===== src/rtl/imem_loader.sv =====
// Boot loader: assembles a little-endian byte stream into 32-bit words for IMEM and holds the core in reset until done.
// Optional trailing-checksum verification is enabled with the IMEM_LOADER_CHECKSUM_EN macro.
module imem_loader #(
    parameter int ADDR_W = 10
) (
    input  logic        clk,
    input  logic        rst_n,
    input  logic [7:0]  byte_data,
    input  logic        byte_valid,
    output logic        byte_ready,
    input  logic        reload,
    output logic        imem_we,
    output logic [31:0] imem_addr,
    output logic [31:0] imem_wdata,
    output logic        core_rst_n,
    output logic        done,
    output logic        err
);

    localparam logic [31:0] DEPTH = 32'(1) << ADDR_W;

    typedef enum logic [2:0] {
        HDR,
        DATA,
        WRITE,
        DONE,
        ERR
`ifdef IMEM_LOADER_CHECKSUM_EN
        , CSUM
`endif
    } state_t;

`ifdef IMEM_LOADER_CHECKSUM_EN
    localparam state_t AFTER_DATA = CSUM;
`else
    localparam state_t AFTER_DATA = DONE;
`endif

    state_t state, next_state;

    logic [1:0]      byte_cnt;
    logic [23:0]     shift;
    logic [ADDR_W:0] word_cnt;
    logic [ADDR_W:0] word_idx;
    logic [ADDR_W:0] idx_next;
    logic [31:0]     word_in;
    logic [31:0]     addr_word;
    logic            accept;
    logic            last_byte;
    logic            leaving_end;

`ifdef IMEM_LOADER_CHECKSUM_EN
    logic [31:0]     acc;
`endif

    // The byte being accepted completes the word on top of the three buffered bytes.
    assign word_in     = {byte_data, shift};
    assign byte_ready  = rst_n && (state == HDR || state == DATA
`ifdef IMEM_LOADER_CHECKSUM_EN
                                   || state == CSUM
`endif
                                  );
    assign accept      = byte_valid && byte_ready;
    assign last_byte   = accept && (byte_cnt == 2'd3);
    assign idx_next    = word_idx + 1'b1;
    assign addr_word   = {{(30 - ADDR_W){1'b0}}, word_idx[ADDR_W-1:0], 2'b00};
    assign imem_we     = (state == WRITE);
    assign leaving_end = reload && (state == DONE || state == ERR);

    always_ff @(posedge clk or negedge rst_n) begin
        if (!rst_n) begin
            state <= HDR;
        end else begin
            state <= next_state;
        end
    end

    always_comb begin
        next_state = state;
        case (state)
            HDR: begin
                if (last_byte) begin
                    if (word_in > DEPTH) begin
                        next_state = ERR;
                    end else if (word_in == '0) begin
                        next_state = AFTER_DATA;
                    end else begin
                        next_state = DATA;
                    end
                end
            end
            DATA: begin
                if (last_byte) begin
                    next_state = WRITE;
                end
            end
            WRITE: begin
                next_state = (idx_next == word_cnt) ? AFTER_DATA : DATA;
            end
`ifdef IMEM_LOADER_CHECKSUM_EN
            CSUM: begin
                if (last_byte) begin
                    next_state = (word_in == acc) ? DONE : ERR;
                end
            end
`endif
            DONE, ERR: begin
                if (reload) begin
                    next_state = HDR;
                end
            end
            default: next_state = HDR;
        endcase
    end

    // Status outputs are registered from the next state so they change on the entry edge.
    always_ff @(posedge clk or negedge rst_n) begin
        if (!rst_n) begin
            byte_cnt   <= '0;
            shift      <= '0;
            word_cnt   <= '0;
            word_idx   <= '0;
            imem_addr  <= '0;
            imem_wdata <= '0;
            core_rst_n <= 1'b0;
            done       <= 1'b0;
            err        <= 1'b0;
        end else begin
            done       <= (next_state == DONE);
            core_rst_n <= (next_state == DONE);
            err        <= (next_state == ERR);

            if (next_state != state) begin
                byte_cnt <= '0;
            end else if (accept) begin
                byte_cnt <= byte_cnt + 2'd1;
            end

            if (accept) begin
                shift <= word_in[31:8];
            end

            if (state == HDR && last_byte) begin
                word_cnt <= word_in[ADDR_W:0];
                word_idx <= '0;
            end

            if (state == DATA && last_byte) begin
                imem_addr  <= addr_word;
                imem_wdata <= word_in;
            end

            if (state == WRITE) begin
                word_idx <= idx_next;
            end

            if (leaving_end) begin
                word_idx <= '0;
                word_cnt <= '0;
                shift    <= '0;
            end
        end
    end

`ifdef IMEM_LOADER_CHECKSUM_EN
    // Running sum of every word written, restarted whenever a new image begins.
    always_ff @(posedge clk or negedge rst_n) begin
        if (!rst_n) begin
            acc <= '0;
        end else if (next_state == HDR) begin
            acc <= '0;
        end else if (state == WRITE) begin
            acc <= acc + imem_wdata;
        end
    end
`endif

endmodule


===== config.mk =====
export PLATFORM = sky130hd
export DESIGN_NAME = imem_loader
export DESIGN_NICKNAME = d
export VERILOG_FILES = /design/src/rtl/imem_loader.sv
export SDC_FILE = /design/constraint.sdc
export NUM_CORES = 1
export LEC_CHECK = 0
export CAP_MARGIN = 0
export CORE_ASPECT_RATIO = 1.2
export CORE_UTILIZATION = 45
export DETAILED_ROUTE_END_ITERATION = 10
export PLACE_DENSITY_LB_ADDON = 0.12
export SLEW_MARGIN = 20
export SYNTH_ARGS = -nofsm -noshare
export SYNTH_HDL_FRONTEND = slang
export SYNTH_SLANG_ARGS = --single-unit

===== constraint.sdc =====
create_clock -name clk -period 2.9 [get_ports clk]
set_input_delay 0.58 -clock clk [delete_from_list [all_inputs] [get_ports clk]]
set_output_delay 0.58 -clock clk [all_outputs]
set_load 0.1 [all_outputs]

==> metrics.txt <==
routability cong. between 0.7 and 0.8; Chip Height 111 um; CP Class reg -> out; largest family of logic cells by synthesized area simple AND/OR/NAND/NOR gates; # clock sinks 95; share of layout cells above drive strength 1 between 20% and 30%; first-pass GRT wire length between 15,000 and 20,000 um; static leakage ~2.5 nW; largest net degree at the start of global routing 68; Util after Layout between 50 and 60%; Final Hold Viols 0; slowest stage delay, CP ~500 ps; Hold Crit Class in -> async; Final setup viols 0; I/O pin cnt 81; hpwl dp 6370 um; achievable frequency approximately 410 MHz; total power 4.18 mW; placed insts ~600; GRT Overall Usage between 10% and 20%; Total Wirelength 9190 um; post-CTS setup buffers 0; syn_area_per_cell 10.4 um^2; CTS Hold Buffers Added 0; most common cell after layout, fill and taps aside dfrtp_1; proportion of netlist area held by the largest area contributor 52.9%; P&R area growth vs syn 18.0%; Buf/Inv on CP 3; post-route ant nets 0; clk root buf clkbuf_16; Setup TNS 0 ps; post-synthesis mux area share 10.7%; CP Max Fanout 13; max-slew violations 0; later-pin clock latency in the skew report 340 ps; Peak VDD IR 0.000352 V; Compound-Gate Fraction of Synth Area under 10%; router iterations before antenna repair 4; status finished, final reports clean; Seq/Total Area, Yosys around 53%; pwr dens 788 nW/um^2; synthesized area approximately 4500 um^2; crit path DAT 1840 ps; simple logic cell fraction of the synthesized area around 15%; Hold WS ~270 ps; Final Cycle Share between 80% and 90%; number of global-route vias before repair 3,179; number of fillers in the final layout roughly 860; Synth Area in Adders less than 1%; unrepaired setup endpoints after global routing false; CTS resizes 0; Crit path max-delay family buffers and inverters; DR DRC count 0; Area contributors post-synth dfrtp_1 53%, mux2_2 11%, nand2_1 7.1%; row count 39; htree depth 3; Non-Filler Instances 609; worst path required time 2320 ps; input/output buffers 58; slew margin rel. 28.4%; DRT iter0 DRCs between 100 and 150; final net count 495; slowest stage cell on the critical path dfrtp_1; Antenna diodes 0; crit path time final 2420 ps; CP most frequent cell buf_4; worst-margin pin slew approximately 1100 ps; CP cell instances nor2_1 > nand2_1 > clkinv_1 > buf_4 > buf_4; Post-synth ARST share 100%; XOR/XNOR Fraction of Synth Area 3.70%; most used cells in the layout excluding fill and tap cells 95 x dfrtp_1, 85 x nand2_1, 55 x buf_4; Via Count about 3,300; TritonCTS clock tree built; number of max-cap violations 0; Core ar. between 9000 and 10,000 um^2; CP endpoint kind primary output; Starting Density a little under half; Post-synth top flop dfrtp_1; CTS buffer count 9; Die X approximately 93 um; cells after synthesis between 400 and 500; die area roughly 10,000 um^2; Yosys warnings 0; Post-synth EDFFs 0; initial antenna violation count 0; critical path startpoint category flop; Reg clk slew, reported paths about 60 ps; Synth Register Bits 95; DR WL/cell about 15 um; synth unique cells 50; Synth area leader dfrtp_1; Clock Path Buffers 2; Vias/cell approximately 5.3; GRT overflow 0; clock skew ~6.7 ps
## path summary, 6_finish.rpt
path                              startpoint        endpoint  slack, ps  cells after the start
worst max register to register      state[0]     word_idx[8]        510                      6
worst max-delay path                state[0]         imem_we        480                      5
min in group clk                imem_addr[9]    imem_addr[9]        510                      1
max in group asynchronous              rst_n   imem_wdata[3]       1920                      2
worst min register to register  imem_addr[9]    imem_addr[9]        510                      1
worst min-delay path                   rst_n  imem_wdata[31]        270                      2
## per-layer routing
| layer | vias up | global-route usage (%) | wire length, um |
|---|---|---|---|
| met2 | 57 | 32.2 | 4750 |
| li1 | 1548 | - | - |
| met4 | 0 | 9.54 | 238 |
| met5 | - | 0 | 0 |
| met3 | 18 | 3.28 | 237 |
| met1 | 1631 | 24.5 | 3970 |
## through the flow
stage	area, um^2	setup WS (ps)
6_report	5300	485
3_3_place_gp	4970	418
2_1_floorplan	4570	576
5_1_grt	5300	215
4_1_cts	5300	493
3_5_place_dp	4970	423
## power by group
part / switching, mW / internal (mW) / total (mW) / leakage, nW
registers: 0.380 / 1.57 / 1.95 / 1.29
logic: 0.552 / 0.385 / 0.938 / 1.10
clock network: 0.507 / 0.783 / 1.29 / 0.163
total: 1.44 / 2.74 / 4.18 / 2.55
## layout make-up
| cell class | count | area [um^2] | area share, % |
|---|---|---|---|
| inverter | 3 | 11.3 | 0.212 |
| clock inverter | 6 | 91.3 | 1.72 |
| tap | 123 | 154 | 2.90 |
| timing repair buffer | 67 | 553 | 10.4 |
| multi-input combinational | 305 | 1880 | 35.4 |
| clock buffer | 10 | 239 | 4.51 |
| sequential | 95 | 2380 | 44.8 |
## registers in the layout, indices dropped and copies added, names as in the netlist
name	count
done	1
shift	24
byte_cnt	2
word_idx	11
imem_addr	10
state	3
word_cnt	11
imem_wdata	32
err	1
## logic make-up after synthesis
| group | count (synthesis) |
|---|---|
| flops | 95 |
| buf+inv | 53 |
| simple gates | 144 |
| mux | 43 |
| compound gates | 75 |
| other cells | 1 |
| xor+xnor | 19 |
| fa+ha+maj | 2 |
## worst register-to-register path, delay by kind of cell, from the launching register on
kind            cells  cell delay [ps]
buf+inv             1              150
simple gates        3             1300
compound gates      2              340
flops               1              500
## cells in the mapped netlist (all sizes together) (2+ instances only)
cell	count
nand2	85
dfrtp	95
and2	3
ha	2
nand3	4
and3	2
o21ai	22
inv	2
nor3b	2
a21oi	34
nand4bb	2
xnor2	15
nor4	9
or4	2
o31ai	4
nand4	7
o21a	2
a21boi	2
nor2	14
buf	39
xor2	4
nor3	3
mux2	42
nand3b	3
a31oi	3
clkbuf	11
nand2b	2
No activity file was read; power rests on OpenSTA's default activity.
